**src/rtl/hazard_unit_mc.sv**
```systemverilog
`default_nettype none
// hazard_unit_mc: forwarding, load-use stall, mispredict flush and multi-cycle E hold FSM.
// Optional perf counters built only when HAZ_PERF_CNT_EN is defined.
module hazard_unit_mc #(
    parameter int         REG_AW      = 5,
    parameter int         MDU_LATENCY = 4,
    parameter logic [1:0] LOAD_SRC    = 2'b01,
    parameter int         CNT_W       = 32
) (
    input  logic              clk,
    input  logic              rst,
    input  logic              RegWriteM,
    input  logic              RegWriteW,
    input  logic [REG_AW-1:0] RdM,
    input  logic [REG_AW-1:0] RdW,
    input  logic [REG_AW-1:0] Rs1E,
    input  logic [REG_AW-1:0] Rs2E,
    input  logic [REG_AW-1:0] Rs1D,
    input  logic [REG_AW-1:0] Rs2D,
    input  logic [REG_AW-1:0] RdE,
    input  logic [1:0]        ResultSrcE,
    input  logic              PCSrcE,
    input  logic              MduStartE,
    output logic [1:0]        ForwardAE,
    output logic [1:0]        ForwardBE,
    output logic              StallF,
    output logic              StallD,
    output logic              StallE,
    output logic              FlushD,
    output logic              FlushE,
    output logic              FlushM,
    output logic              MduBusy,
    output logic [CNT_W-1:0]  StallCnt,
    output logic [CNT_W-1:0]  FlushCnt
);

    localparam int CNT_BITS = ($clog2(MDU_LATENCY) < 3) ? 3 : $clog2(MDU_LATENCY);
    localparam bit MULTI    = (MDU_LATENCY > 1);
    localparam int LOAD_CNT = MULTI ? (MDU_LATENCY - 2) : 0;

    typedef enum logic [0:0] {IDLE = 1'b0, BUSY = 1'b1} state_t;

    state_t              state_q, state_d;
    logic [CNT_BITS-1:0] cnt_q, cnt_d;
    logic                mdu_stall;
    logic                lwstall;

    // M-stage result is newer than W-stage, so it wins when both match.
    always_comb begin
        ForwardAE = 2'b00;
        ForwardBE = 2'b00;
        if (!rst) begin
            if (RegWriteM && (RdM != '0) && (RdM == Rs1E))
                ForwardAE = 2'b10;
            else if (RegWriteW && (RdW != '0) && (RdW == Rs1E))
                ForwardAE = 2'b01;
            if (RegWriteM && (RdM != '0) && (RdM == Rs2E))
                ForwardBE = 2'b10;
            else if (RegWriteW && (RdW != '0) && (RdW == Rs2E))
                ForwardBE = 2'b01;
        end
    end

    assign lwstall = !rst && (ResultSrcE == LOAD_SRC) && (RdE != '0) &&
                     ((Rs1D == RdE) || (Rs2D == RdE));

    always_comb begin
        state_d   = state_q;
        cnt_d     = cnt_q;
        mdu_stall = 1'b0;
        case (state_q)
            IDLE: begin
                if (MduStartE && MULTI) begin
                    mdu_stall = 1'b1;
                    state_d   = BUSY;
                    cnt_d     = CNT_BITS'(LOAD_CNT);
                end
            end
            BUSY: begin
                if (cnt_q != '0) begin
                    mdu_stall = 1'b1;
                    cnt_d     = cnt_q - CNT_BITS'(1);
                end else begin
                    state_d = IDLE;
                end
            end
            default: state_d = IDLE;
        endcase
        // Reset aborts any hold in the same cycle it is asserted.
        if (rst)
            mdu_stall = 1'b0;
    end

    always_ff @(posedge clk) begin
        if (rst) begin
            state_q <= IDLE;
            cnt_q   <= '0;
        end else begin
            state_q <= state_d;
            cnt_q   <= cnt_d;
        end
    end

    assign StallF  = lwstall | mdu_stall;
    assign StallD  = lwstall | mdu_stall;
    assign StallE  = mdu_stall;
    assign FlushM  = mdu_stall;
    assign FlushE  = (lwstall | (PCSrcE & ~rst)) & ~mdu_stall;
    assign FlushD  = PCSrcE & ~rst & ~mdu_stall;
    assign MduBusy = (state_q == BUSY);

`ifdef HAZ_PERF_CNT_EN
    logic [CNT_W-1:0] stall_cnt_q, flush_cnt_q;

    // Saturating counters: stop at all-ones rather than wrapping.
    always_ff @(posedge clk) begin
        if (rst) begin
            stall_cnt_q <= '0;
            flush_cnt_q <= '0;
        end else begin
            if (StallF && !(&stall_cnt_q))
                stall_cnt_q <= stall_cnt_q + CNT_W'(1);
            if ((FlushD || FlushE) && !(&flush_cnt_q))
                flush_cnt_q <= flush_cnt_q + CNT_W'(1);
        end
    end

    assign StallCnt = stall_cnt_q;
    assign FlushCnt = flush_cnt_q;
`else
    assign StallCnt = '0;
    assign FlushCnt = '0;
`endif

endmodule
`default_nettype wire

```
**config.mk**
```make
export PLATFORM = sky130hd
export DESIGN_NAME = hazard_unit_mc
export DESIGN_NICKNAME = d
export VERILOG_FILES = /design/src/rtl/hazard_unit_mc.sv
export SDC_FILE = /design/constraint.sdc
export NUM_CORES = 1
export LEC_CHECK = 0
export ABC_AREA = 1
export CAP_MARGIN = 20
export CELL_PAD_IN_SITES_DETAIL_PLACEMENT = 0
export CELL_PAD_IN_SITES_GLOBAL_PLACEMENT = 1
export CORE_AREA = 2 2 87 89
export DETAILED_ROUTE_END_ITERATION = 8
export DIE_AREA = 0 0 89 91
export GPL_ROUTABILITY_DRIVEN = 0
export PLACE_DENSITY = 0.75
export SYNTH_ARGS = -nofsm -noshare
export SYNTH_HDL_FRONTEND = slang
export SYNTH_SLANG_ARGS = --single-unit
```
**constraint.sdc**
```tcl
create_clock -name clk -period 1.6 [get_ports clk]
set_input_delay 0.32 -clock clk [delete_from_list [all_inputs] [get_ports clk]]
set_output_delay 0.32 -clock clk [all_outputs]
set_load 0.01 [all_outputs]
```
Yosys cells after proc, flatten, opt, wreduce, memory -nomap -nowiden
Index checks and enable logic that the tools add are counted.
- register bits: 4
- input bits: 43
- output and inout port bits: 75
- logic and storage cells: 49
- add/subtract/negate cells: 1
- equality and inequality tests: 9
- mux-type cells: 13
- bitwise operators: 8
- reduce and logical (&&, ||, !) cells: 16
- operators by type and width (cell ; count):
    5-bit equality test ; 6
    5-bit nonzero test ; 3
    1-bit logical AND ; 9
    2-bit two-way mux ; 4
    3-bit two-way mux ; 2
    3-bit case mux with 2 select lines ; 1
    1-bit two-way mux ; 5
    1-bit AND ; 3
    1-bit inverter ; 3
    3-bit nonzero test ; 1
    3-bit by 1-bit subtractor with 3-bit output (second input constant) ; 1
    2-bit by 1-bit equality test with 1-bit output (second input constant) ; 1
    2-bit by 1-bit inequality test with 1-bit output (second input constant) ; 1
    2-bit inequality test (second input constant) ; 1
    1-bit OR ; 2
    1-bit case mux with 2 select lines ; 1
    2-bit AND reduction ; 1
    1-bit logical NOT ; 1
    1-bit logical OR ; 1

Logic depth before layout (Yosys ltp)
Gate-level depths: netlist of run 1.
- depth after elaboration: 6
- gate-level depth with buffers: 9
- mapped depth without buffers: 8

Worst setup path after synthesis of run 1
OpenSTA, ideal clock, no wires.
- path kind: reg-to-output
- start point: reg cnt_q[0]
- end point: out StallF
- arrival time: 1.119 ns
- data required time: 1.280 ns
- path slack: 0.161 ns
- cell stages (with the launch flop): 9
- buffers on the path: 1
- path through: dfxtp_1 inv_1 ha_1 nand2_1 nand2_1 nand2_1 nand2_1 nand2_1 buf_4
- word-level cells in the longest chain between the ends: 5
- RTL lines (item ; line ; RTL):
    start, declared ; 44 ; logic [CNT_BITS-1:0] cnt_q, cnt_d;
    start signal, assigned ; 100 ; cnt_q <= cnt_d;
    3-bit nonzero test ; 80 ; if (cnt_q != '0) begin
    1-bit two-way mux ; 80 ;
    1-bit case mux with 2 select lines ; 71 ; case (state_q)
    1-bit two-way mux ; 90 ; if (rst)
    1-bit OR ; -- ;
    end, declared ; 26 ; output logic StallF,
No other way between the ends.

Final worst setup path of run 1
- start point: in RdM[2]
- end point: out ForwardAE[1]
- word-level cells in the longest chain between the ends: 5
- elaborated cells between the ends (all ways): 6
- classes of those cells: eq/ne (1); mux (2); reduce/logical (3)
- RTL lines (item ; line ; RTL):
    start, declared ; 14 ; input logic [REG_AW-1:0] RdM,
    5-bit nonzero test ; 53 ; if (RegWriteM && (RdM != '0) && (RdM == Rs1E))
    1-bit logical AND ; 53 ;
    1-bit logical AND (*) ; 53 ;
    2-bit two-way mux (*) ; 53 ;
    2-bit two-way mux (*) ; 52 ; if (!rst) begin
    end, declared ; 24 ; output logic [1:0] ForwardAE,
Every way passes the cells marked *; elsewhere a longest branch is shown, timed or not.

==> flow_metrics.tcl, run 1 <==
set metrics [dict create \
    vdd_drop_max_mv 0.135 \
    finalNonFillerCells 382 \
    area_delta_synth_final_pct 51.5 \
    syn_inst 205 \
    clock-sinks 4 \
    syn_area_sq_mm 0.00124 \
    final-seq-area_sq_um 82.6 \
    cts.clk_slew.worst_paths_ps 30 \
    start_kind "input pin" \
    grt_pass1_vias 1133 \
    min_path_type "reg2reg" \
    synthDistinctLibCells 18 \
    dr.pass1.iters 2 \
    dp_cells 373 \
    antenna_found_initial 0 \
    hp-start "cnt_q[2]" \
    numCtsBuffers 3 \
    r2r_start "cnt_q[1]" \
    cts_tree "built" \
    ys_warn_count 0 \
    power.density_mw_per_mm2 418 \
    multi_input_area_sq_um 966 \
    dp_hpwl_um 2570 \
    place_worst_setup_slack_ps -787 \
    setup_viol 0 \
    worstSetupEndpointType "output port" \
    cp.required_ps 1280 \
    outcome "finished, final reports clean" \
    crit_fanout 3 \
    hold-path-cell-count 1 \
    die_x_um 89 \
    cp_data_arrival_time_ps 1230 \
    root_buffer "clkbuf_8" \
    leakagePower_nw 1.08 \
    maxCapViolCount 0 \
    yosysTopAreaCellShare_pct 39.8 \
    ys_seq_elements 4 \
    grt_usage_pct 7.14 \
    min_delay_worst_endpoint "cnt_q[2]" \
    core_area_sq_mm 0.00714 \
    n_fill_cell 815 \
    num_vias 1257 \
    final_antenna_net_count 0 \
    ctsHoldBuffers 0 \
    max_freq_mhz 644 \
    io_pins 118 \
    rr_endpoint "cnt_q[1]" \
    final_core_util_pct 26.4 \
    antenna_cells 0 \
    grt-ovfl-total 0 \
    period_needed_ps 1550 \
    r2r_cells 11 \
    io_buffer_count 53 \
    rows 31 \
    synth-seq-area-share_pct 6.44 \
    wire_per_inst_um 8.04 \
    die_area_sq_mm 0.00810 \
    setup_ws_ps 46.4 \
    r2r_slack_ps 160 \
    synth_area_leader_cell "buf_4" \
    grt_pass1_wl_um 4690 \
    drtIter0Drc 10 \
    grt_max_degree 6 \
    initial_core_util_pct 17.4 \
    final_nets 330 \
    htree_levels 1 \
    synth_area_leaders "buf_4, xnor2_1, nand2_1" \
    drive_gt1_share_pct 37.5 \
    routed_wl_um 3070 \
    clkLatencyLatePin_ps 210 \
    die_h_um 91 \
    hold_viol_final 0 \
    crit_type "in2out" \
    period_share_pct 97.1 \
    post-route-drc-count 0 \
    finalMaxSlewViolations 0 \
    skew_ps 0.678 \
    via_per_inst 3.29 \
    syn_area_per_cell_sq_um 6.07 \
    setup_tns_ps 0 \
    clk_path_buf_depth 2 \
]
-- layout make-up --
type,count,area share [%]
Timing Repair Buffer,78,29.8
Sequential cell,4,4.38
Inverter,29,5.78
Multi-Input combinational cell,169,51.3
Tap cell,99,6.57
Clock buffer,3,2.19
-- where the power goes --
part	total (mW)	leakage [nW]	switching, mW	internal [mW]
combinational	0.464	1.03	0.253	0.211
clock	0.209	0.0216	0.0488	0.160
sequential	0.114	0.0336	0.00556	0.109
-- layout by cell type (no fill, tap or decap), types with 4 or more instances in the layout --
cell / n
nand2_4: 5
xnor2_2: 4
inv_1: 23
nand3_2: 7
nand3_1: 4
nor2_2: 8
buf_4: 22
buf_2: 18
xnor2_1: 15
clkbuf_2: 16
inv_2: 6
nand2_1: 29
clkdlybuf4s15_1: 8
conb_1: 64
buf_6: 4
nor2_1: 12
-- flip-flops by register name, summed over array words and instances (netlist names) --
signal,flops
MduBusy,1
cnt_q,3
-- metal layers --
layer / share of wire, % / track usage [%] / vias to the layer above
met5: 0 / 0 / -
met4: 0.91 / 2.61 / 0
met3: 11 / 1.73 / 2
met2: 50 / 12.6 / 75
met1: 38 / 8.13 / 533
li1: - / - / 647
-- worst max path at each step --
stage | start | endpoint | slack, ps | cells past startpoint
6_report | RdM[2] | ForwardAE[1] | 50 | 5
5_1_grt | Rs2E[1] | ForwardBE[0] | -30 | 7
4_1_cts | RdW[0] | ForwardBE[0] | 0.7 | 7
3_5_place_dp | RdM[2] | ForwardAE[1] | -790 | 7
3_3_place_gp | RdM[3] | ForwardAE[1] | -790 | 7
2_1_floorplan | cnt_q[0] | StallF | 160 | 8
-- kinds of logic after synthesis --
family,Yosys count,share of synthesized area [%]
buffers and inverters,95,48.6
AND/OR/NAND/NOR,72,24.1
XOR/XNOR,19,13.4
AO/OA/AOI/OAI,12,5.13
flip-flops,4,6.44
adder cells (fa/ha/maj),2,2.01
other,1,0.302
-- synthesized netlist by cell type --
master / n
buf_4: 66
nand2_1: 36
inv_1: 29
nor2_1: 20
xnor2_1: 19
nand3_1: 10
o21ai_0: 6
a21oi_1: 4
dfxtp_1: 4
ha_1: 2
nor4_1: 2
a211oi_1: 1
a31oi_1: 1
conb_1: 1
nand2_2: 1
nand3_2: 1
nand4_1: 1
nor3_1: 1
-- metrics by stage --
step	area, sq um	hold slack [ps]	power (mW)
global route	1880	444	0.860
detailed placement	1780	431	0.540
global placement	1780	428	0.535
finish	1880	432	0.788
CTS	1810	436	0.749
floorplan	1480	398	0.436
-- critical path, stage by stage --
cell	delay, ps
clkbuf_4	140
xnor2_2	170
nand3_2	140
nor4_2	280
buf_2	180
-- repair_timing --
action | CTS | global route
buffers inserted | 7 | 1
endpoints found under the setup margin | 10 | 12
gates resized for setup | 130 | 77
pin swaps | 33 | 48
No activity file was read; power rests on OpenSTA's default activity.
==> run 2, diff against run 1 <==
--- a/config.mk
+++ b/config.mk
@@ -14,6 +14,7 @@
 export DIE_AREA = 0 0 89 91
 export GPL_ROUTABILITY_DRIVEN = 0
 export PLACE_DENSITY = 0.75
+export SKIP_CTS_REPAIR_TIMING = 1
 export SYNTH_ARGS = -nofsm -noshare
 export SYNTH_HDL_FRONTEND = slang
 export SYNTH_SLANG_ARGS = --single-unit
==> flow_metrics.tcl, run 2 (synthesis results as in run 1) <==
set metrics [dict create \
    outcome "finished, final reports clean" \
    clock-sinks 4 \
    vdd_drop_max_mv 0.130 \
    numCtsBuffers 3 \
    antenna_found_initial 0 \
    maxCapViolCount 0 \
    place_worst_setup_slack_ps -787 \
    routed_wl_um 3050 \
    hold_ws_ps 434 \
    grt_max_degree 6 \
    min_path_type "reg2reg" \
    cts.clk_slew.worst_paths_ps 30 \
    power.share.sequential_pct 14.7 \
    post-route-drc-count 0 \
    clk_path_buf_depth 2 \
    root_buffer "clkbuf_8" \
    start_kind "input pin" \
    grt_usage_pct 6.60 \
    worstSetupEndpointType "output port" \
    wire_per_inst_um 8.10 \
    setup_tns_ps 0 \
    leakagePower_nw 1.27 \
    grt_pass1_wl_um 4310 \
    cts_tree "built" \
    io_buffer_count 53 \
    via_per_inst 3.29 \
    largest_reg_flops 3 \
    io_pins 118 \
    die_h_um 91 \
    crit_type "in2out" \
    final_antenna_net_count 0 \
    r2r_slack_ps 260 \
    internal-power_mw 0.477 \
    crit_fanout 2 \
    final_cell_mix "conb_1, dlymetal6s2s_1, nand2_1, inv_1" \
    die_area_sq_mm 0.00810 \
    total_power_mw 0.772 \
    wl_met3_um 378 \
    power.density_mw_per_mm2 393 \
    period_share_pct 98.2 \
    cp_data_arrival_time_ps 1250 \
    rr_endpoint "cnt_q[2]" \
    finalMaxSlewViolations 0 \
    dr.pass1.iters 4 \
    dr_wl_met2_um 1530 \
    core_area_sq_mm 0.00714 \
    setup_viol 0 \
    grt-ovfl-total 0 \
    initial_core_util_pct 17.4 \
    r2r_start "cnt_q[1]" \
    htree_levels 1 \
    final_common_cell "conb_1" \
    area_delta_synth_final_pct 57.7 \
    grt_pass1_vias 1080 \
    p_switching_mw 0.295 \
    die_x_um 89 \
    setup_ws_ps 29.2 \
    rsz0062_at_grt "true" \
    num_vias 1241 \
    regMostFlops "cnt_q" \
    n_fill_cell 802 \
    drtIter0Drc 16 \
    clockPowerShare_pct 27.1 \
    drive_gt1_share_pct 27.3 \
    cp.required_ps 1280 \
    final_nets 325 \
    period_needed_ps 1570 \
    dp_hpwl_um 2570 \
    antenna_cells 0 \
    r2r_cells 9 \
    hp-start "cnt_q[2]" \
    met1_length_um 1110 \
    hold_viol_final 0 \
    skew_ps 0.687 \
    clkLatencyLatePin_ps 210 \
    combPwrFrac_pct 58.1 \
    top_layer_used "met4" \
    max_freq_mhz 637 \
    min_delay_worst_endpoint "cnt_q[2]" \
    hold-path-cell-count 1 \
    switching_share_pct 38.2 \
    rows 31 \
]
run 2: layer usage:
layer,vias up,global-route usage [%]
li1,638,-
met1,520,7.20
met2,81,11.8
met3,2,1.73
met4,0,2.61
met5,-,0
run 2: power groups by stage:
stage	sequential [mW]	clock [mW]	combinational (mW)
floorplan	0.114	0	0.322
global placement	0.113	0	0.422
detailed placement	0.113	0	0.427
CTS	0.112	0.217	0.428
global route	0.115	0.223	0.505
finish	0.114	0.209	0.449
run 2: worst max path at each step:
stage,from,endpoint,cells past startpoint
after global routing,Rs1E[2],ForwardAE[0],6
after floorplan,cnt_q[0],StallF,8
final,Rs1E[2],ForwardAE[0],6
after global placement,RdM[3],ForwardAE[1],7
after detailed placement,RdM[2],ForwardAE[1],7
after CTS,RdM[2],ForwardAE[1],7
run 2: per-stage QoR:
step	utilization (%)	instance area (sq um)	cells
after detailed placement	25.0	1780	373
after floorplan	-	1480	268
after global routing	27.5	1960	377
final	27.5	1960	377
after global placement	25.0	1780	373
after CTS	25.5	1820	376
run 2: worst max-delay path, stage by stage:
cell and delay [ps]:
dlymetal6s2s_1 160, xnor2_1 190, nand3_2 160, nor3_1 230, nor2_2 50, buf_2 140
run 2: layout make-up:
| cell class | count | area (sq um) | area share [%] |
|---|---|---|---|
| clock buffers | 3 | 41.3 | 2.10 |
| inverters | 29 | 109 | 5.55 |
| multi-input cells | 169 | 921 | 46.9 |
| flip-flops and latches | 4 | 82.6 | 4.21 |
| well taps | 99 | 124 | 6.31 |
| repair buffers | 73 | 684 | 34.9 |
==> run 3, diff against run 2 <==
--- a/config.mk
+++ b/config.mk
@@ -13,6 +13,7 @@
 export DETAILED_ROUTE_END_ITERATION = 8
 export DIE_AREA = 0 0 89 91
 export GPL_ROUTABILITY_DRIVEN = 0
+export HOLD_SLACK_MARGIN = 0.1
 export PLACE_DENSITY = 0.75
 export SKIP_CTS_REPAIR_TIMING = 1
 export SYNTH_ARGS = -nofsm -noshare
==> results of run 3 <==
Final layout, timing and power as in run 2 (identical DEF).
